[src/rtl/wddl_pkg.sv]
// Shared definitions for the WDDL dual-rail pipeline stage: FSM state type,
// the precharge rail value and the default precharge length.
package wddl_pkg;

  typedef enum logic [1:0] {
    StPre  = 2'd0,
    StIdle = 2'd1,
    StEval = 2'd2
  } wddl_state_e;

  localparam logic [7:0]  WDDL_PRE_VAL     = 8'h00;
  localparam int unsigned WDDL_PRE_CYC_DEF = 1;
  localparam int unsigned WDDL_PRE_CNT_W   = 4;

endpackage

[src/rtl/wddl_rail_chk_8.sv]
// Dual-rail validity check: ok is high only when every bit pair is
// complementary (01 or 10), i.e. no precharge (00) or illegal (11) bit.
module wddl_rail_chk_8 (
  input  logic [7:0] p,
  input  logic [7:0] n,
  output logic       ok
);

  assign ok = &(p ^ n);

endmodule

[src/rtl/wddl_pipe_reg8.sv]
// WDDL dual-rail pipeline register: precharge / idle / evaluate handshake
// stage with a sticky rail-violation flag and a saturating error counter.
import wddl_pkg::*;

module wddl_pipe_reg8 #(
  parameter int unsigned PRE_CYC = WDDL_PRE_CYC_DEF,
  parameter int unsigned ERR_W   = 8
) (
  input  logic             clk,
  input  logic             rst_n,
  input  logic [7:0]       d_p_in,
  input  logic [7:0]       d_n_in,
  input  logic             in_valid,
  output logic             in_ready,
  output logic [7:0]       q_p_out,
  output logic [7:0]       q_n_out,
  output logic             out_valid,
  input  logic             out_ready,
  input  logic             err_clr,
  output logic             err_flag,
  output logic [ERR_W-1:0] err_cnt
);

  localparam logic [WDDL_PRE_CNT_W-1:0] PRE_LOAD = WDDL_PRE_CNT_W'(PRE_CYC);
  localparam logic [ERR_W-1:0]          ERR_MAX  = '1;
  localparam logic [ERR_W-1:0]          ERR_ONE  = ERR_W'(1);

  wddl_state_e               r_state;
  logic [WDDL_PRE_CNT_W-1:0] r_pre_cnt;
  logic [7:0]                r_q_p;
  logic [7:0]                r_q_n;
  logic                      r_in_ready;
  logic                      r_out_valid;
  logic                      r_err_flag;
  logic [ERR_W-1:0]          r_err_cnt;

  logic w_rail_ok;
  logic w_violation;

  wddl_rail_chk_8 u_rail_chk (
    .p  (d_p_in),
    .n  (d_n_in),
    .ok (w_rail_ok)
  );

  assign w_violation = (r_state == StIdle) && in_valid && !w_rail_ok;

  // Both rails are always written together so q never shows a single-rail value.
  always_ff @(posedge clk or negedge rst_n) begin
    if (!rst_n) begin
      r_state     <= StPre;
      r_pre_cnt   <= PRE_LOAD;
      r_q_p       <= WDDL_PRE_VAL;
      r_q_n       <= WDDL_PRE_VAL;
      r_in_ready  <= 1'b0;
      r_out_valid <= 1'b0;
    end else begin
      case (r_state)
        StPre: begin
          if (r_pre_cnt < WDDL_PRE_CNT_W'(2)) begin
            r_state    <= StIdle;
            r_in_ready <= 1'b1;
          end else begin
            r_pre_cnt <= r_pre_cnt - WDDL_PRE_CNT_W'(1);
          end
        end
        StIdle: begin
          if (in_valid && w_rail_ok) begin
            r_state     <= StEval;
            r_q_p       <= d_p_in;
            r_q_n       <= d_n_in;
            r_in_ready  <= 1'b0;
            r_out_valid <= 1'b1;
          end
        end
        StEval: begin
          if (out_ready) begin
            r_state     <= StPre;
            r_pre_cnt   <= PRE_LOAD;
            r_q_p       <= WDDL_PRE_VAL;
            r_q_n       <= WDDL_PRE_VAL;
            r_out_valid <= 1'b0;
          end
        end
        default: begin
          r_state     <= StPre;
          r_pre_cnt   <= PRE_LOAD;
          r_q_p       <= WDDL_PRE_VAL;
          r_q_n       <= WDDL_PRE_VAL;
          r_in_ready  <= 1'b0;
          r_out_valid <= 1'b0;
        end
      endcase
    end
  end

  // A violation in the same cycle as a clear restarts the count at one.
  always_ff @(posedge clk or negedge rst_n) begin
    if (!rst_n) begin
      r_err_flag <= 1'b0;
      r_err_cnt  <= '0;
    end else if (w_violation) begin
      r_err_flag <= 1'b1;
      if (err_clr) begin
        r_err_cnt <= ERR_ONE;
      end else if (r_err_cnt != ERR_MAX) begin
        r_err_cnt <= r_err_cnt + ERR_ONE;
      end
    end else if (err_clr) begin
      r_err_flag <= 1'b0;
      r_err_cnt  <= '0;
    end
  end

  assign in_ready  = r_in_ready;
  assign out_valid = r_out_valid;
  assign q_p_out   = r_q_p;
  assign q_n_out   = r_q_n;
  assign err_flag  = r_err_flag;
  assign err_cnt   = r_err_cnt;

endmodule

[config.mk]
export PLATFORM = sky130hd
export DESIGN_NAME = wddl_pipe_reg8
export DESIGN_NICKNAME = d
export VERILOG_FILES = /design/src/rtl/wddl_pkg.sv /design/src/rtl/wddl_rail_chk_8.sv /design/src/rtl/wddl_pipe_reg8.sv
export SDC_FILE = /design/constraint.sdc
export NUM_CORES = 1
export LEC_CHECK = 0
export ABC_CLOCK_PERIOD_IN_PS = 2600
export CAP_MARGIN = 20
export CELL_PAD_IN_SITES_DETAIL_PLACEMENT = 0
export CELL_PAD_IN_SITES_GLOBAL_PLACEMENT = 1
export CORE_MARGIN = 2
export CORE_UTILIZATION = 38
export CTS_CLUSTER_DIAMETER = 200
export DETAILED_ROUTE_END_ITERATION = 8
export PLACE_DENSITY_LB_ADDON = 0.1
export SLEW_MARGIN = 40
export SYNTH_ARGS = -nofsm -noshare
export SYNTH_HDL_FRONTEND = slang
export SYNTH_SLANG_ARGS = --single-unit
[constraint.sdc]
create_clock -name clk -period 2.6 [get_ports clk]
set_input_delay 0.52 -clock clk [delete_from_list [all_inputs] [get_ports clk]]
set_output_delay 0.52 -clock clk [all_outputs]
set_load 0.05 [all_outputs]
==> summary.md <==
| Metric | Value |
|---|---|
| Setup_tns | 0 ps |
| Maximum clock frequency | about 470 MHz |
| Area Overhead vs Synth | 40.3% |
| Remaining global-route overflow | 0 |
| Crit path required time | ~2800 ps |
| Max IR drop VDD | between 300 and 400 uV |
| H-tree levels | 2 |
| Initial DRC Count | between 70 and 80 |
| Die outline width | about 69 um |
| Post-CTS setup buffer count | 0 |
| Worst slew pin tran | 651 ps |
| Max FO, Critical Path | 11 |
| Synthesized area | about 0.0016 mm^2 |
| Post-synthesis register bit count | 33 |
| Max Cap Violations | 0 |
| PD cells | about 680 mW/mm^2 |
| Total Nets Final | roughly 230 |
| Vias in the first global route | roughly 1400 |
| Worst Setup Start Kind | primary input |
| Port Buf Inserts | 47 |
| Commonest non-fill, non-tap cell in the layout | clkdlybuf4s50_1 |
| Antenna fix cells | 0 |
| Antenna violations before repair | 0 |
| GRT Overall Usage | roughly 16% |
| First-pass GRT wire length | 6230 um |
| Reg-to-Reg End | err_cnt[5] |
| Synth Area in Simple Gates | 14.7% |
| Worst Skew | 3.02 ps |
| Combinational power share | a little under a third |
| PostCTS Resize Cnt | 0 |
| Sw Share | 35.2% |
| Unrepaired setup endpoints after global routing | false |
| Reg clk slew, reported paths | around 70 ps |
| Hold Vio Cnt, Final | 0 |
| Crit share post-route | between 80% and 90% |
| Register share of total power | between 40% and 50% |
| FF-to-FF path depth | 5 |
| Die area | 0.00480 mm^2 |
| Crit-path cells | clkdlybuf4s50_1 -> xor2_1 -> nand4_2 -> buf_4 -> o311ai_2 -> buf_4 -> or4_1 -> a21oi_1 |
| GP Congestion | 0.766 |
| Ys async rst share | between 90% and 100% |
| FF/Latch Area | between 800 and 900 um^2 |
| DRC Markers | 0 |
| Sink Count | 33 |
| Fraction of final layout cells sized beyond drive strength 1 | 13.8% |
| Worst path max stage delay | around 500 ps |
| Critical Path Start | d_n_in[7] |
| Largest net degree at the start of global routing | 34 |
| Final worst slack | 451 ps |
| Setup Viol. Count Final | 0 |
| Avg Cell Area, Syn | 11.0 um^2 |
| CP delay by family, top | buffers and inverters |
| Via count | between 1000 and 1500 |
| Synth warn | 0 |
| Post-DR vias/cell | about 5.3 |
| Post-synthesis mux area share | less than 1% |
| Crit Path Category | primary input to flip-flop |
| Post-synth EDFFs | 0 |
| Area share of fa/ha/maj cells after synthesis | roughly 1.5% |
| Core area | between 0.004 and 0.005 mm^2 |
| Compound-Gate Fraction of Synth Area | 23.8% |
| Drt first pass iters | 4 |
| Syn nets | 170 |
| Sw Pwr | roughly 0.00054 W |
| Worst Path Arrival | around 2400 ps |
| Clk pwr share | between 20 and 30% |
| Clock root buffer | clkbuf_8 |
| Most frequent cells in the layout | clkdlybuf4s50_1, dfrtp_1, nand2_1 |
| CP endpoint | err_cnt[5] |
| I/O pins | 48 |
| Synth unique cells | between 40 and 50 |
| CTS tree | yes |
| Hold path startpoint | err_flag |
| Antenna viol nets, final | 0 |
| R2R Path Start | r_state[0] |
| Hold Buf Count CTS | 0 |
| Starting Density | 39.9% |
| Status | finished, final reports clean |
| Final Slew Violations | 0 |
| Min Tclk post-route | 2150 ps |
| Worst slew margin | approximately 56% |
| Chip height | approximately 70 um |
| TritonCTS buffer count | 5 |
| CP bufs+invs | 3 |
| Cell row count | 23 |
| Crit path depth | 8 |
| Main flop type after synthesis | dfrtp_1 |
| Syn Inst Count | roughly 150 |
| Multi-input logic area | roughly 730 um^2 |
| Worst-skew pair later-pin latency | around 280 ps |
| Routed wire length | between 3000 and 4000 um |
| Leakage | around 0.95 nW |
| HPWL Detailed | between 2000 and 3000 um |
| Path type of the worst min-delay path | flip-flop to flip-flop |
| Routed len/inst | around 15 um |
| Reg2Reg Setup Slack | 630 ps |
| Place WS | around 150 ps |
| Sequential-to-total area share from yosys stat | between 50% and 60% |
| Largest family of logic cells by synthesized area | compound AO/OA/AOI/OAI gates |
| Clock Path Buffers | 2 |
| Fillers | approximately 340 |
| Cell-internal power | 0.00100 W |
| Critical Path End Type | flip-flop |
| Worst path slowest cell | or4_1 |
| Crit path top cell by count | buf_4 |
| Synth Area in XOR/XNOR | under 10% |
-- Yosys cell counts (2+ instances only) --
cell type | number | area (um^2)
nand3_1 | 2 | 10.0
nor2_1 | 9 | 33.8
nand3b_1 | 2 | 15.0
inv_1 | 7 | 26.3
a21oi_1 | 6 | 30.0
o21ai_0 | 8 | 40.0
xor2_1 | 8 | 70.1
buf_6 | 2 | 22.5
ha_1 | 2 | 25.0
o32a_1 | 2 | 20.0
nor3_1 | 5 | 25.0
a22o_2 | 6 | 60.1
nand4_1 | 2 | 12.5
or3_1 | 3 | 18.8
nand2_1 | 13 | 48.8
dfrtp_1 | 32 | 801
a22o_1 | 11 | 96.3
-- flip-flops by register name, summed over array words and instances (netlist names) --
signal     cells
err_cnt        8
q_n_out        8
q_p_out        8
r_pre_cnt      4
r_state        2
err_flag       1
in_ready       1
out_valid      1
-- stage by stage --
step / std cells / instance area [um^2] / total power [W] / util (%) / hold WS (ps)
2_1_floorplan: 147 / 1620 / 0.000943 / - / 224
3_3_place_gp: 245 / 2170 / 0.00111 / 53.5 / 472
6_report: 253 / 2270 / 0.00154 / 56.0 / 488
5_1_grt: 253 / 2270 / 0.00162 / 56.0 / 530
4_1_cts: 253 / 2270 / 0.00156 / 56.0 / 498
3_5_place_dp: 245 / 2170 / 0.00112 / 53.5 / 477
-- power groups by stage --
stage                     Clock (W)  Combinational, W  Sequential, W
after floorplan                   0          0.000175       0.000768
after CTS                  0.000444          0.000471       0.000641
after global placement            0          0.000464       0.000646
final                      0.000436          0.000467       0.000641
after global routing       0.000471          0.000499       0.000651
after detailed placement          0          0.000471       0.000649
-- worst reg2reg max path, cell delays in order (launching register included) --
cell,delay [ps]
dfrtp_1,600
nor2b_1,320
o311ai_2,140
buf_4,190
or4_1,500
a21oi_1,150
-- layer usage --
layer | track usage (%) | wire, um | up-vias | share of wire, %
met3 | 5.67 | 173 | 4 | 4.6
met5 | 0 | 0 | - | 0
met1 | 19.4 | 1720 | 652 | 45
met4 | 5.88 | 39 | 0 | 1.0
li1 | - | - | 660 | -
met2 | 26.7 | 1870 | 33 | 49
-- layout make-up --
class,instances,share of cell area (%)
Multi-Input combinational cell,102,32.0
Clock buffer,7,4.24
Inverter,7,1.16
Sequential cell,33,36.4
Clock inverter,1,0.220
Tap cell,50,2.75
Timing Repair Buffer,53,23.2
-- how the worst min path moves through the flow --
stage	endpoint	slack, ps	cells after the start
final	err_flag	490	1
after global routing	err_flag	530	1
after CTS	err_flag	500	1
after detailed placement	err_flag	480	1
after global placement	err_flag	470	1
after floorplan	err_cnt[0]	220	0
-- kinds of logic (layout without fill, tap and decap cells) --
| kind of cell | Yosys count | count (layout) |
|---|---|---|
| buf+inv | 12 | 68 |
| xor+xnor | 8 | 8 |
| mux | 1 | 1 |
| simple gates | 43 | 43 |
| flops | 33 | 33 |
| fa+ha+maj | 2 | 2 |
| compound gates | 48 | 48 |
No activity file was read; power rests on OpenSTA's default activity.
